[config.mk]
export PLATFORM = sky130hd
export DESIGN_NAME = sprite_motion_ctrl_flat
export DESIGN_NICKNAME = d
export VERILOG_FILES = /design/src/rtl/sprite_motion_ctrl_if.sv /design/src/rtl/sprite_motion_ctrl.sv /design/src/flat_wrapper.sv
export SDC_FILE = /design/constraint.sdc
export NUM_CORES = 1
export LEC_CHECK = 0
export BUFFER_PORTS_ARGS = -buffer_cell sky130_fd_sc_hd__buf_2
export CAP_MARGIN = 20
export CORE_MARGIN = 1
export CORE_UTILIZATION = 50
export DETAILED_ROUTE_END_ITERATION = 10
export PLACE_DENSITY = 0.76
export SLEW_MARGIN = 20
export SYNTH_ARGS = -nofsm -noshare
export SYNTH_HDL_FRONTEND = slang
export SYNTH_SLANG_ARGS = --single-unit
[constraint.sdc]
create_clock -name CLK -period 2.7 [get_ports CLK]
set_input_delay 0.405 -clock CLK [delete_from_list [all_inputs] [get_ports CLK]]
set_output_delay 0.405 -clock CLK [all_outputs]
set_load 0.02 [all_outputs]
[src/rtl/sprite_motion_ctrl_if.sv]
// Control/status bundle between the frame timing logic and the sprite motion sequencer.
interface sprite_motion_ctrl_if;
    logic       FRAME_TICK;
    logic       ENABLE;
    logic [3:0] SPEED_X;
    logic [3:0] SPEED_Y;
    logic       LOAD;
    logic [9:0] LOAD_X;
    logic [8:0] LOAD_Y;
    logic       BLINK_EN;
    logic [5:0] BLINK_FRAMES;
    logic [9:0] SPRITE_ORIGIN_OFFSET_X;
    logic [8:0] SPRITE_ORIGIN_OFFSET_Y;
    logic       VISIBLE;
    logic       DIR_X;
    logic       DIR_Y;
    logic       BOUNCE;
    logic       BUSY;

    modport master (
        output FRAME_TICK, ENABLE, SPEED_X, SPEED_Y, LOAD, LOAD_X, LOAD_Y,
               BLINK_EN, BLINK_FRAMES,
        input  SPRITE_ORIGIN_OFFSET_X, SPRITE_ORIGIN_OFFSET_Y, VISIBLE,
               DIR_X, DIR_Y, BOUNCE, BUSY
    );

    modport slave (
        input  FRAME_TICK, ENABLE, SPEED_X, SPEED_Y, LOAD, LOAD_X, LOAD_Y,
               BLINK_EN, BLINK_FRAMES,
        output SPRITE_ORIGIN_OFFSET_X, SPRITE_ORIGIN_OFFSET_Y, VISIBLE,
               DIR_X, DIR_Y, BOUNCE, BUSY
    );
endinterface

[src/rtl/sprite_motion_ctrl.sv]
// Per-frame origin sequencer for one sprite: bounces off screen edges and runs a
// frame-counted blink timer. All outputs are registered and move only after a frame tick.
module sprite_motion_ctrl #(
    parameter int SCREEN_WID = 640,
    parameter int SCREEN_HGT = 480,
    parameter int SPRITE_WID = 40,
    parameter int SPRITE_HGT = 40,
    parameter int INIT_X     = 0,
    parameter int INIT_Y     = 0
) (
    input  logic                 CLK,
    input  logic                 RESET,
    sprite_motion_ctrl_if.slave  bus
);

    localparam logic [9:0]  XMAX     = 10'(SCREEN_WID - SPRITE_WID);
    localparam logic [8:0]  YMAX     = 9'(SCREEN_HGT - SPRITE_HGT);
    localparam logic [10:0] XMAX_EXT = {1'b0, XMAX};
    localparam logic [9:0]  YMAX_EXT = {1'b0, YMAX};

    typedef enum logic [1:0] {
        ST_IDLE   = 2'd0,
        ST_MOVE_X = 2'd1,
        ST_MOVE_Y = 2'd2
    } state_t;

    state_t      r_state, w_state_nxt;
    logic [9:0]  r_x, w_x_nxt;
    logic [8:0]  r_y, w_y_nxt;
    logic        r_dir_x, w_dir_x_nxt;
    logic        r_dir_y, w_dir_y_nxt;
    logic        r_bounce, w_bounce_nxt;
    logic        r_busy, w_busy_nxt;
    logic        r_visible, w_visible_nxt;
    logic [5:0]  r_blink_cnt, w_blink_cnt_nxt;
    logic        w_tick_acc;
    logic [10:0] w_sum_x;
    logic [9:0]  w_sum_y;

    // Sums are one bit wider than the position so the edge compare never wraps.
    assign w_sum_x = {1'b0, r_x} + {7'b0, bus.SPEED_X};
    assign w_sum_y = {1'b0, r_y} + {6'b0, bus.SPEED_Y};

    // State register.
    always_ff @(posedge CLK) begin
        if (RESET) begin
            r_state <= ST_IDLE;
        end else begin
            r_state <= w_state_nxt;
        end
    end

    // Next-state, motion and bounce decisions.
    always_comb begin
        w_state_nxt  = r_state;
        w_x_nxt      = r_x;
        w_y_nxt      = r_y;
        w_dir_x_nxt  = r_dir_x;
        w_dir_y_nxt  = r_dir_y;
        w_bounce_nxt = 1'b0;
        w_tick_acc   = 1'b0;
        case (r_state)
            ST_IDLE: begin
                if (bus.LOAD) begin
                    w_x_nxt = (bus.LOAD_X > XMAX) ? XMAX : bus.LOAD_X;
                    w_y_nxt = (bus.LOAD_Y > YMAX) ? YMAX : bus.LOAD_Y;
                end else if (bus.FRAME_TICK) begin
                    w_tick_acc  = 1'b1;
                    w_state_nxt = bus.ENABLE ? ST_MOVE_X : ST_IDLE;
                end else begin
                    w_state_nxt = ST_IDLE;
                end
            end
            ST_MOVE_X: begin
                w_state_nxt = ST_MOVE_Y;
                if (bus.SPEED_X == 4'd0) begin
                    w_x_nxt = r_x;
                end else if (!r_dir_x) begin
                    if (w_sum_x >= XMAX_EXT) begin
                        w_x_nxt      = XMAX;
                        w_dir_x_nxt  = 1'b1;
                        w_bounce_nxt = 1'b1;
                    end else begin
                        w_x_nxt = w_sum_x[9:0];
                    end
                end else begin
                    if (r_x <= {6'b0, bus.SPEED_X}) begin
                        w_x_nxt      = 10'd0;
                        w_dir_x_nxt  = 1'b0;
                        w_bounce_nxt = 1'b1;
                    end else begin
                        w_x_nxt = r_x - {6'b0, bus.SPEED_X};
                    end
                end
            end
            ST_MOVE_Y: begin
                w_state_nxt = ST_IDLE;
                if (bus.SPEED_Y == 4'd0) begin
                    w_y_nxt = r_y;
                end else if (!r_dir_y) begin
                    if (w_sum_y >= YMAX_EXT) begin
                        w_y_nxt      = YMAX;
                        w_dir_y_nxt  = 1'b1;
                        w_bounce_nxt = 1'b1;
                    end else begin
                        w_y_nxt = w_sum_y[8:0];
                    end
                end else begin
                    if (r_y <= {5'b0, bus.SPEED_Y}) begin
                        w_y_nxt      = 9'd0;
                        w_dir_y_nxt  = 1'b0;
                        w_bounce_nxt = 1'b1;
                    end else begin
                        w_y_nxt = r_y - {5'b0, bus.SPEED_Y};
                    end
                end
            end
            default: begin
                w_state_nxt = ST_IDLE;
            end
        endcase
        w_busy_nxt = (w_state_nxt != ST_IDLE);
    end

    // Blink timer: only ticks accepted in IDLE advance it; disabling forces visible.
    always_comb begin
        w_visible_nxt   = r_visible;
        w_blink_cnt_nxt = r_blink_cnt;
        if (!bus.BLINK_EN) begin
            w_visible_nxt   = 1'b1;
            w_blink_cnt_nxt = 6'd0;
        end else if (w_tick_acc) begin
            if (r_blink_cnt == bus.BLINK_FRAMES) begin
                w_visible_nxt   = ~r_visible;
                w_blink_cnt_nxt = 6'd0;
            end else begin
                w_blink_cnt_nxt = r_blink_cnt + 6'd1;
            end
        end else begin
            w_blink_cnt_nxt = r_blink_cnt;
        end
    end

    // Datapath and output registers.
    always_ff @(posedge CLK) begin
        if (RESET) begin
            r_x         <= 10'(INIT_X);
            r_y         <= 9'(INIT_Y);
            r_dir_x     <= 1'b0;
            r_dir_y     <= 1'b0;
            r_bounce    <= 1'b0;
            r_busy      <= 1'b0;
            r_visible   <= 1'b1;
            r_blink_cnt <= 6'd0;
        end else begin
            r_x         <= w_x_nxt;
            r_y         <= w_y_nxt;
            r_dir_x     <= w_dir_x_nxt;
            r_dir_y     <= w_dir_y_nxt;
            r_bounce    <= w_bounce_nxt;
            r_busy      <= w_busy_nxt;
            r_visible   <= w_visible_nxt;
            r_blink_cnt <= w_blink_cnt_nxt;
        end
    end

    assign bus.SPRITE_ORIGIN_OFFSET_X = r_x;
    assign bus.SPRITE_ORIGIN_OFFSET_Y = r_y;
    assign bus.VISIBLE                = r_visible;
    assign bus.DIR_X                  = r_dir_x;
    assign bus.DIR_Y                  = r_dir_y;
    assign bus.BOUNCE                 = r_bounce;
    assign bus.BUSY                   = r_busy;

endmodule

[src/flat_wrapper.sv]
// flat-port wrapper written by rule: the top's interface ports become plain ports
module sprite_motion_ctrl_flat 
#(
    parameter int SCREEN_WID = 640,
    parameter int SCREEN_HGT = 480,
    parameter int SPRITE_WID = 40,
    parameter int SPRITE_HGT = 40,
    parameter int INIT_X     = 0,
    parameter int INIT_Y     = 0
)
  (CLK, RESET, bus_FRAME_TICK, bus_ENABLE, bus_SPEED_X, bus_SPEED_Y, bus_LOAD, bus_LOAD_X, bus_LOAD_Y, bus_BLINK_EN, bus_BLINK_FRAMES, bus_SPRITE_ORIGIN_OFFSET_X, bus_SPRITE_ORIGIN_OFFSET_Y, bus_VISIBLE, bus_DIR_X, bus_DIR_Y, bus_BOUNCE, bus_BUSY);
  sprite_motion_ctrl_if bus_i ();
  input  logic CLK;
  input  logic RESET;
  input wire logic [$bits(bus_i.FRAME_TICK)-1:0] bus_FRAME_TICK;
  input wire logic [$bits(bus_i.ENABLE)-1:0] bus_ENABLE;
  input wire logic [$bits(bus_i.SPEED_X)-1:0] bus_SPEED_X;
  input wire logic [$bits(bus_i.SPEED_Y)-1:0] bus_SPEED_Y;
  input wire logic [$bits(bus_i.LOAD)-1:0] bus_LOAD;
  input wire logic [$bits(bus_i.LOAD_X)-1:0] bus_LOAD_X;
  input wire logic [$bits(bus_i.LOAD_Y)-1:0] bus_LOAD_Y;
  input wire logic [$bits(bus_i.BLINK_EN)-1:0] bus_BLINK_EN;
  input wire logic [$bits(bus_i.BLINK_FRAMES)-1:0] bus_BLINK_FRAMES;
  output wire logic [$bits(bus_i.SPRITE_ORIGIN_OFFSET_X)-1:0] bus_SPRITE_ORIGIN_OFFSET_X;
  output wire logic [$bits(bus_i.SPRITE_ORIGIN_OFFSET_Y)-1:0] bus_SPRITE_ORIGIN_OFFSET_Y;
  output wire logic [$bits(bus_i.VISIBLE)-1:0] bus_VISIBLE;
  output wire logic [$bits(bus_i.DIR_X)-1:0] bus_DIR_X;
  output wire logic [$bits(bus_i.DIR_Y)-1:0] bus_DIR_Y;
  output wire logic [$bits(bus_i.BOUNCE)-1:0] bus_BOUNCE;
  output wire logic [$bits(bus_i.BUSY)-1:0] bus_BUSY;
  assign bus_i.FRAME_TICK = bus_FRAME_TICK;
  assign bus_i.ENABLE = bus_ENABLE;
  assign bus_i.SPEED_X = bus_SPEED_X;
  assign bus_i.SPEED_Y = bus_SPEED_Y;
  assign bus_i.LOAD = bus_LOAD;
  assign bus_i.LOAD_X = bus_LOAD_X;
  assign bus_i.LOAD_Y = bus_LOAD_Y;
  assign bus_i.BLINK_EN = bus_BLINK_EN;
  assign bus_i.BLINK_FRAMES = bus_BLINK_FRAMES;
  assign bus_SPRITE_ORIGIN_OFFSET_X = bus_i.SPRITE_ORIGIN_OFFSET_X;
  assign bus_SPRITE_ORIGIN_OFFSET_Y = bus_i.SPRITE_ORIGIN_OFFSET_Y;
  assign bus_VISIBLE = bus_i.VISIBLE;
  assign bus_DIR_X = bus_i.DIR_X;
  assign bus_DIR_Y = bus_i.DIR_Y;
  assign bus_BOUNCE = bus_i.BOUNCE;
  assign bus_BUSY = bus_i.BUSY;
  sprite_motion_ctrl #(.SCREEN_WID(SCREEN_WID), .SCREEN_HGT(SCREEN_HGT), .SPRITE_WID(SPRITE_WID), .SPRITE_HGT(SPRITE_HGT), .INIT_X(INIT_X), .INIT_Y(INIT_Y)) u_core (.CLK(CLK), .RESET(RESET), .bus(bus_i));
endmodule
==> summary.md, run 1 <==
| Metric | Value |
|---|---|
| Ys flop type | `dfxtp_1` |
| Slew Limit Fails | `0` |
| DR vias | `3,773` |
| Worst setup EP type | `register` |
| Register area share after synthesis | `0.191` |
| Worst Hold Launch | `bus_BLINK_EN` |
| Post-route clock period utilization | `0.972` |
| GRT Total Usage | `0.284` |
| DR WL/cell | `16.5 um` |
| PD cells | `438 nW/um^2` |
| CTS Buffer Depth | `2` |
| Htree depth | `2` |
| Core area | `between 6000 and 7000 um^2` |
| Type of origin of the critical path | `register` |
| Post-DP HPWL | `7620 um` |
| Hold buffer count at CTS | `0` |
| First-pass GRT wire length | `~16,000 um` |
| CTS Sinks | `32` |
| Most frequent cells in the layout | `buf_2 (62), buf_4 (42), nor2_1 (41)` |
| FF-to-FF path depth | `10` |
| Cell area after synthesis | `3350 um^2` |
| Dpl ws | `-0.225 ns` |
| Share of layout cells above drive strength 1 | `0.278` |
| Drt drc | `11` |
| CP required | `2.90 ns` |
| Total Neg Setup Slack | `0 ns` |
| Port bufs | `62` |
| Post-synth EDFFs | `0` |
| Initial core utilization | `0.522` |
| Min Tclk post-route | `2.62 ns` |
| Vias/cell | `6.23` |
| # IOs | `63` |
| Worst hold path stage count | `3` |
| WS Path Type | `reg -> reg` |
| Net Count, Synth | `slightly above 500` |
| LEAKAGE | `0.00178 uW` |
| Diode count | `0` |
| Hold Path Sink | `u_core.bus.VISIBLE` |
| Final setup margin | `0.0761 ns` |
| Most common cell after layout, fill and taps aside | `buf_2` |
| CTS Root Cell | `clkbuf_8` |
| Die height | `83.8 um` |
| Final wirelength | `around 10,000 um` |
| Antenna violations before repair | `0` |
| Reg clk slew, reported paths | `0.07 ns` |
| Final cell count without fillers | `606` |
| Clock Latency Late Sink | `0.29 ns` |
| Worst Path Arrival | `2.83 ns` |
| CP Max Fanout | `5` |
| Total of max-cap violations | `0` |
| Syn Inst Count | `approximately 440` |
| Layout Utilization | `0.645` |
| Pin count of the biggest net entering global routing | `16` |
| Final setup viols | `0` |
| CTS Buf Count | `5` |
| Die Area | `7030 um^2` |
| Worst reg2reg endpoint | `u_core.bus.SPRITE_ORIGIN_OFFSET_X[0]` |
| Warnings from Yosys | `0` |
| Routed Antenna Nets | `0` |
| Critical Path Source | `u_core.bus.SPRITE_ORIGIN_OFFSET_X[0]` |
| Worst vdd ir | `0.273 mV` |
| Grt ovf | `0` |
| Worst-margin pin slew | `0.626 ns` |
| Initial DRC Count | `roughly 370` |
| Flop2flop setup slack | `0.08 ns` |
| Type of the tightest min-delay check | `in -> reg` |
| Count of cell types in the netlist | `77` |
| Status | `finished, violations left` |
| Avg Inst Size Synth | `7.60 um^2` |
| Placer Congestion | `0.929` |
| CTS tree | `done` |
| P&R area growth vs syn | `23.8%` |
| Hold Slack | `0.419 ns` |
| Placed cells | `596` |
| Die extent in x | `83.8 um` |
| Clock skew | `about 0.0055 ns` |
| Hold Vio Cnt, Final | `0` |
| Asr flop ratio synth | `0` |
| Failing checks | `design-rule violations` |
| Total Nets Final | `591` |
| Fmax | `0.381 GHz` |
| Vias in the first global route | `roughly 3,400` |
| Row count | `29` |
| Drt first pass iters | `10` |
| Worst flop-to-flop path startpoint | `u_core.bus.SPRITE_ORIGIN_OFFSET_X[0]` |
| Slew headroom | `0.579` |
| #FFs+latches synth | `32` |
## metrics by stage
step | area, um^2 | total power, uW
after floorplan | 3350 | 1040
after global placement | 3950 | 1260
after detailed placement | 3950 | 1270
after CTS | 4080 | 1790
after global routing | 4150 | 1910
final | 4150 | 1820
## Yosys cell counts (all sizes together) (4+ instances only)
cell type | instances | area share
clkbuf | 14 | 0.016
o31a | 7 | 0.021
and2 | 4 | 0.0075
xnor2 | 8 | 0.021
nor2 | 41 | 0.046
buf | 10 | 0.018
or3 | 4 | 0.0075
a221oi | 7 | 0.022
o211ai | 7 | 0.016
nand4 | 8 | 0.015
o221ai | 4 | 0.010
a21oi | 25 | 0.038
nand3 | 16 | 0.024
xor2 | 14 | 0.037
mux2i | 4 | 0.012
nor3b | 6 | 0.015
nor4b | 4 | 0.012
fa | 4 | 0.024
o21ai | 30 | 0.046
o21a | 5 | 0.013
dfxtp | 32 | 0.19
inv | 26 | 0.029
o31ai | 5 | 0.011
nor2b | 15 | 0.030
nand2 | 33 | 0.037
nor3 | 15 | 0.026
nor4 | 6 | 0.011
a31oi | 5 | 0.0093
ha | 20 | 0.075
## registers in the layout, indices dropped and copies added, names as in the netlist
register and flops:
u_core.bus.VISIBLE 1, u_core.bus.BOUNCE 1, u_core.bus.DIR_X 1, u_core.bus.BUSY 1
u_core.bus.SPRITE_ORIGIN_OFFSET_Y 9, u_core.bus.DIR_Y 1, u_core.r_blink_cnt 6, u_core.r_state 2
u_core.bus.SPRITE_ORIGIN_OFFSET_X 10
## critical path: stages, from the launching register on
cell and delay [ns]:
dfxtp_2 0.34, ha_2 0.20, fa_2 0.39, nor3b_4 0.18, nor3_4 0.29, mux2i_1 0.12, o211ai_1 0.29, a31oi_4 0.15
buf_4 0.18, a21o_1 0.18, a221oi_2 0.21
## how the worst max path moves through the flow
stage	to	slack, ns	depth (start not counted)
6_report	u_core.bus.SPRITE_ORIGIN_OFFSET_X[0]	0.08	10
4_1_cts	u_core.bus.SPRITE_ORIGIN_OFFSET_Y[0]	0.04	10
3_5_place_dp	u_core.bus.SPRITE_ORIGIN_OFFSET_X[5]	-0.23	10
2_1_floorplan	u_core.bus.SPRITE_ORIGIN_OFFSET_X[6]	0.10	10
3_3_place_gp	u_core.bus.SPRITE_ORIGIN_OFFSET_X[5]	-0.17	10
5_1_grt	u_core.bus.SPRITE_ORIGIN_OFFSET_X[6]	-0.02	9
## timing repair
item	4_1_cts	5_1_grt
setup buffers	0	2
setup endpoints to repair	10	13
hold endpoints to repair	0	0
gates cloned	0	0
resized for setup	2	13
pin swaps	0	11
## logic make-up after synthesis
family          count (synthesis)  share of synthesized area
xor+xnor                       22                     0.0575
mux                             4                     0.0120
flops                          32                      0.191
fa+ha+maj                      24                     0.0986
compound gates                138                      0.307
buf+inv                        52                     0.0646
simple gates                  169                      0.269
## metal layers
layer  track usage  vias up  wire, um
li1              -     1810         -
met1         0.362     1751      4310
met2         0.480      176      4690
met3        0.0415       36       700
met4         0.116        0       321
met5             0        -         0
## final cells by class
class,instances,area [um^2]
multi-input combinational,357,2550
fill,566,2280
sequential,32,644
timing repair buffer,104,626
inverter,28,105
clock buffer,7,96.3
tap,77,96.3
clock inverter,1,30.0
## power breakdown
group	switching (uW)	internal, uW	total, uW
sequential	54.0	504	558
clock	188	326	513
combinational	424	319	743
total	666	1150	1820
Note: power is estimated with default switching activity, not from simulation.
==> inputs of run 2 (changes only) <==
Settings changed: ABC_AREA set to 1, PLACE_DENSITY 0.76 to 0.81.
==> summary.md, run 2 <==
| Metric | Value |
|---|---|
| Die extent in x | `84.4 um (+0.67%)` |
| Final setup viols | `0 (unchanged)` |
| Total Nets Final | `658 (+11%)` |
| Internal power component | `895 uW (-22%)` |
| P&R area growth vs syn | `10.9%` |
| CTS Buffer Depth | `2 (unchanged)` |
| CTS Buf Count | `5 (unchanged)` |
| CP max-delay cell | `o21ai_2` |
| Largest register FFs | `10 (unchanged)` |
| Pin count of the biggest net entering global routing | `22 (+6)` |
| DR WL/cell | `13.4 um (-19%)` |
| # IOs | `63 (unchanged)` |
| Hold buffer count at CTS | `0 (unchanged)` |
| NetSw | `609 uW (-8.6%)` |
| Register area share after synthesis | `0.189 (-0.00261)` |
| WS Path Type | `reg -> reg` |
| Core area | `6460 um^2 (+0.56%)` |
| Reg clk slew, reported paths | `0.07 ns (about the same)` |
| Post-route clock period utilization | `0.875 (-0.0971)` |
| Crit-path max cell delay | `0.55 ns (+0.16 ns)` |
| Logic pwr share | `0.403 (-0.007)` |
| Synth area leader | `dfxtp_1` |
| Layout Utilization | `0.583 (-0.0623)` |
| Reg power frac | `0.370 (+0.062)` |
| Ys flop type | `dfxtp_1` |
| Worst vdd ir | `0.294 mV (+7.5%)` |
| Vias in the first global route | `3,384 (-1.8%)` |
| Sw frac | `0.405 (+0.0380)` |
| DR vias | `3,706 (-1.8%)` |
| Avg Inst Size Synth | `6.25 um^2 (-18%)` |
| Cell area after synthesis | `3400 um^2 (+1.4%)` |
| Proportion of netlist area held by the largest area contributor | `0.189 (-0.00261)` |
| Sequential Area | `641 um^2 (-0.58%)` |
| RSZ-0062 raised after global routing | `false` |
| Die height | `84.4 um (+0.67%)` |
| Clock Latency Late Sink | `0.28 ns (about the same)` |
| Post-DP HPWL | `7180 um (-5.9%)` |
| Status | `finished, violations left` |
| Warnings from Yosys | `0 (unchanged)` |
| CTS tree | `done` |
| Type of origin of the critical path | `register` |
| Grt ovf | `0 (unchanged)` |
| GRT Total Usage | `0.256 (-0.0279)` |
| CTS Sinks | `32 (unchanged)` |
| Antenna violations before repair | `0 (unchanged)` |
| Diode count | `0 (unchanged)` |
| Post-synth EDFFs | `0 (unchanged)` |
| Min Tclk post-route | `2.36 ns (-0.262 ns)` |
| Clock skew | `0.00563 ns (+0.000128 ns)` |
| Slew Limit Fails | `0 (unchanged)` |
| Asr flop ratio synth | `0 (unchanged)` |
| Postcts setup bufs | `0 (unchanged)` |
| Worst-margin pin slew | `0.709 ns (+0.0831 ns)` |
| Share of layout cells above drive strength 1 | `0.197 (-0.0812)` |
| Net Count, Synth | `606 (+20%)` |
| Placer Congestion | `0.985 (+6.0%)` |
| Critical Path, Cell by Cell | `inv_1, ha_1, inv_1, nor2_1, o21ai_2, inv_1, o21ai_0, a21oi_1` |
| Syn Inst Count | `543 (+23%)` |
| FILL cells | `656 (+16%)` |
| Cells taking the most area after synthesis | `dfxtp_1 (19%), nand2_1 (17%), ha_1 (7.4%)` |
| #FFs+latches synth | `32 (unchanged)` |
| Most frequent cells in the layout | `nand2_1 (151), inv_1 (63), buf_2 (62)` |
| LEAKAGE | `0.00190 uW (+6.8%)` |
| CTS Root Cell | `clkbuf_8` |
| Row count | `29 (unchanged)` |
| Initial DRC Count | `329 (-12%)` |
| Fmax | `0.423 GHz (+11%)` |
| Port bufs | `62 (unchanged)` |
| Clk pwr share | `0.227 (-0.056)` |
| Worst Path Arrival | `2.53 ns (-0.30 ns)` |
| Count leader, synth | `nand2_1` |
| Most instantiated cells after synthesis | `nand2_1 (151), inv_1 (63), nand3_1 (45), a21oi_1 (43), nor2_1 (42)` |
| Count of cell types in the netlist | `40 (-48%)` |
| Die Area | `7130 um^2 (+1.4%)` |
| Most common cell after layout, fill and taps aside | `nand2_1` |
| PD cells | `399 nW/um^2 (-8.8%)` |
| CP required | `2.87 ns (-0.03 ns)` |
| Htree depth | `2 (unchanged)` |
| Worst setup EP type | `register` |
| Post_cts resized | `0 (-2)` |
| Drt drc | `6 (-5)` |
| Most common cell type on the critical path | `inv_1` |
| First-pass GRT wire length | `15,200 um (-6.4%)` |
| Vias/cell | `5.51 (-11%)` |
| Area of the multi-input gates | `2370 um^2 (-7.0%)` |
| Initial core utilization | `0.526 (+0.00424)` |
| Total Neg Setup Slack | `0 ns (unchanged)` |
| Type of the tightest min-delay check | `in -> reg` |
| Final wirelength | `8980 um (-10%)` |
| Failing checks | `design-rule violations` |
| Hold Vio Cnt, Final | `0 (unchanged)` |
| Total of max-cap violations | `0 (unchanged)` |
| CP Max Fanout | `17 (+12)` |
| Slew headroom | `0.527 (-0.0517)` |
| Routed Antenna Nets | `0 (unchanged)` |
| Drt first pass iters | `8 (-2)` |
run 2: cell types whose count changed after synthesis, moves of 7 or more:
cell      change
o21ai_0       -9
inv_1        +37
nand2_1     +118
nand4_1      +10
nor2b_1      -14
o211ai_1      -7
nand2_2      +10
nand3_1      +29
clkbuf_1      -8
a21oi_1      +19
run 2: final cells by class:
class / instances / area share
Clock inverter: 1 / 0.00133
Multi-Input combinational cell: 424 / 0.629
Timing Repair Buffer: 63 / 0.0844
Clock buffer: 6 / 0.0193
Tap cell: 77 / 0.0256
Sequential cell: 32 / 0.170
Inverter: 69 / 0.0701
run 2: power by group through the flow:
stage	Sequential, uW	Combinational (uW)	Clock, uW
floorplan	571	446	0
CTS	554	599	347
detailed placement	565	594	0
global placement	564	583	0
global route	560	673	370
finish	556	606	342
run 2: cells by family (layout without fill, tap and decap cells):
kind of cell	after synthesis	after routing	share of synthesized area
AO/OA/AOI/OAI	82	82	0.147
XOR/XNOR	18	18	0.0486
adder cells (fa/ha/maj)	24	24	0.0973
buffers and inverters	87	139	0.113
flip-flops	32	32	0.189
AND/OR/NAND/NOR	300	300	0.405
run 2: worst paths after layout:
path | from | to | slack (ns) | cells past startpoint
max | u_core.r_state[1] | u_core.bus.SPRITE_ORIGIN_OFFSET_X[8] | 0.34 | 8
min | bus_BLINK_EN | u_core.bus.VISIBLE | 0.38 | 4
max reg2reg | u_core.r_state[1] | u_core.bus.SPRITE_ORIGIN_OFFSET_X[8] | 0.34 | 8
min reg2reg | u_core.r_blink_cnt[0] | u_core.r_blink_cnt[0] | 0.49 | 2
run 2: metrics by stage:
stage	instance area, um^2	setup slack, ns	hold WS (ns)	power [uW]	instances
after floorplan	3400	0.574	0.458	1020	543
after global placement	3690	0.352	0.467	1150	665
after detailed placement	3690	0.327	0.476	1160	665
after CTS	3770	0.368	0.382	1500	672
after global routing	3770	0.0719	0.418	1600	672
final	3770	0.338	0.381	1500	672
run 2: worst max-delay path, delay by kind of cell, from the launching register on:
kind                     cells  cell delay, ns
AO/OA/AOI/OAI                3            0.81
buffers and inverters        3            0.60
flip-flops                   1            0.34
adder cells (fa/ha/maj)      1            0.33
AND/OR/NAND/NOR              1            0.17
run 2: layer usage:
| layer | vias up | track usage | part of all wire |
|---|---|---|---|
| met5 | - | 0 | 0 |
| met4 | 0 | 0.0570 | 0.014 |
| met3 | 14 | 0.0315 | 0.076 |
| met2 | 156 | 0.431 | 0.46 |
| met1 | 1670 | 0.352 | 0.45 |
| li1 | 1866 | - | - |
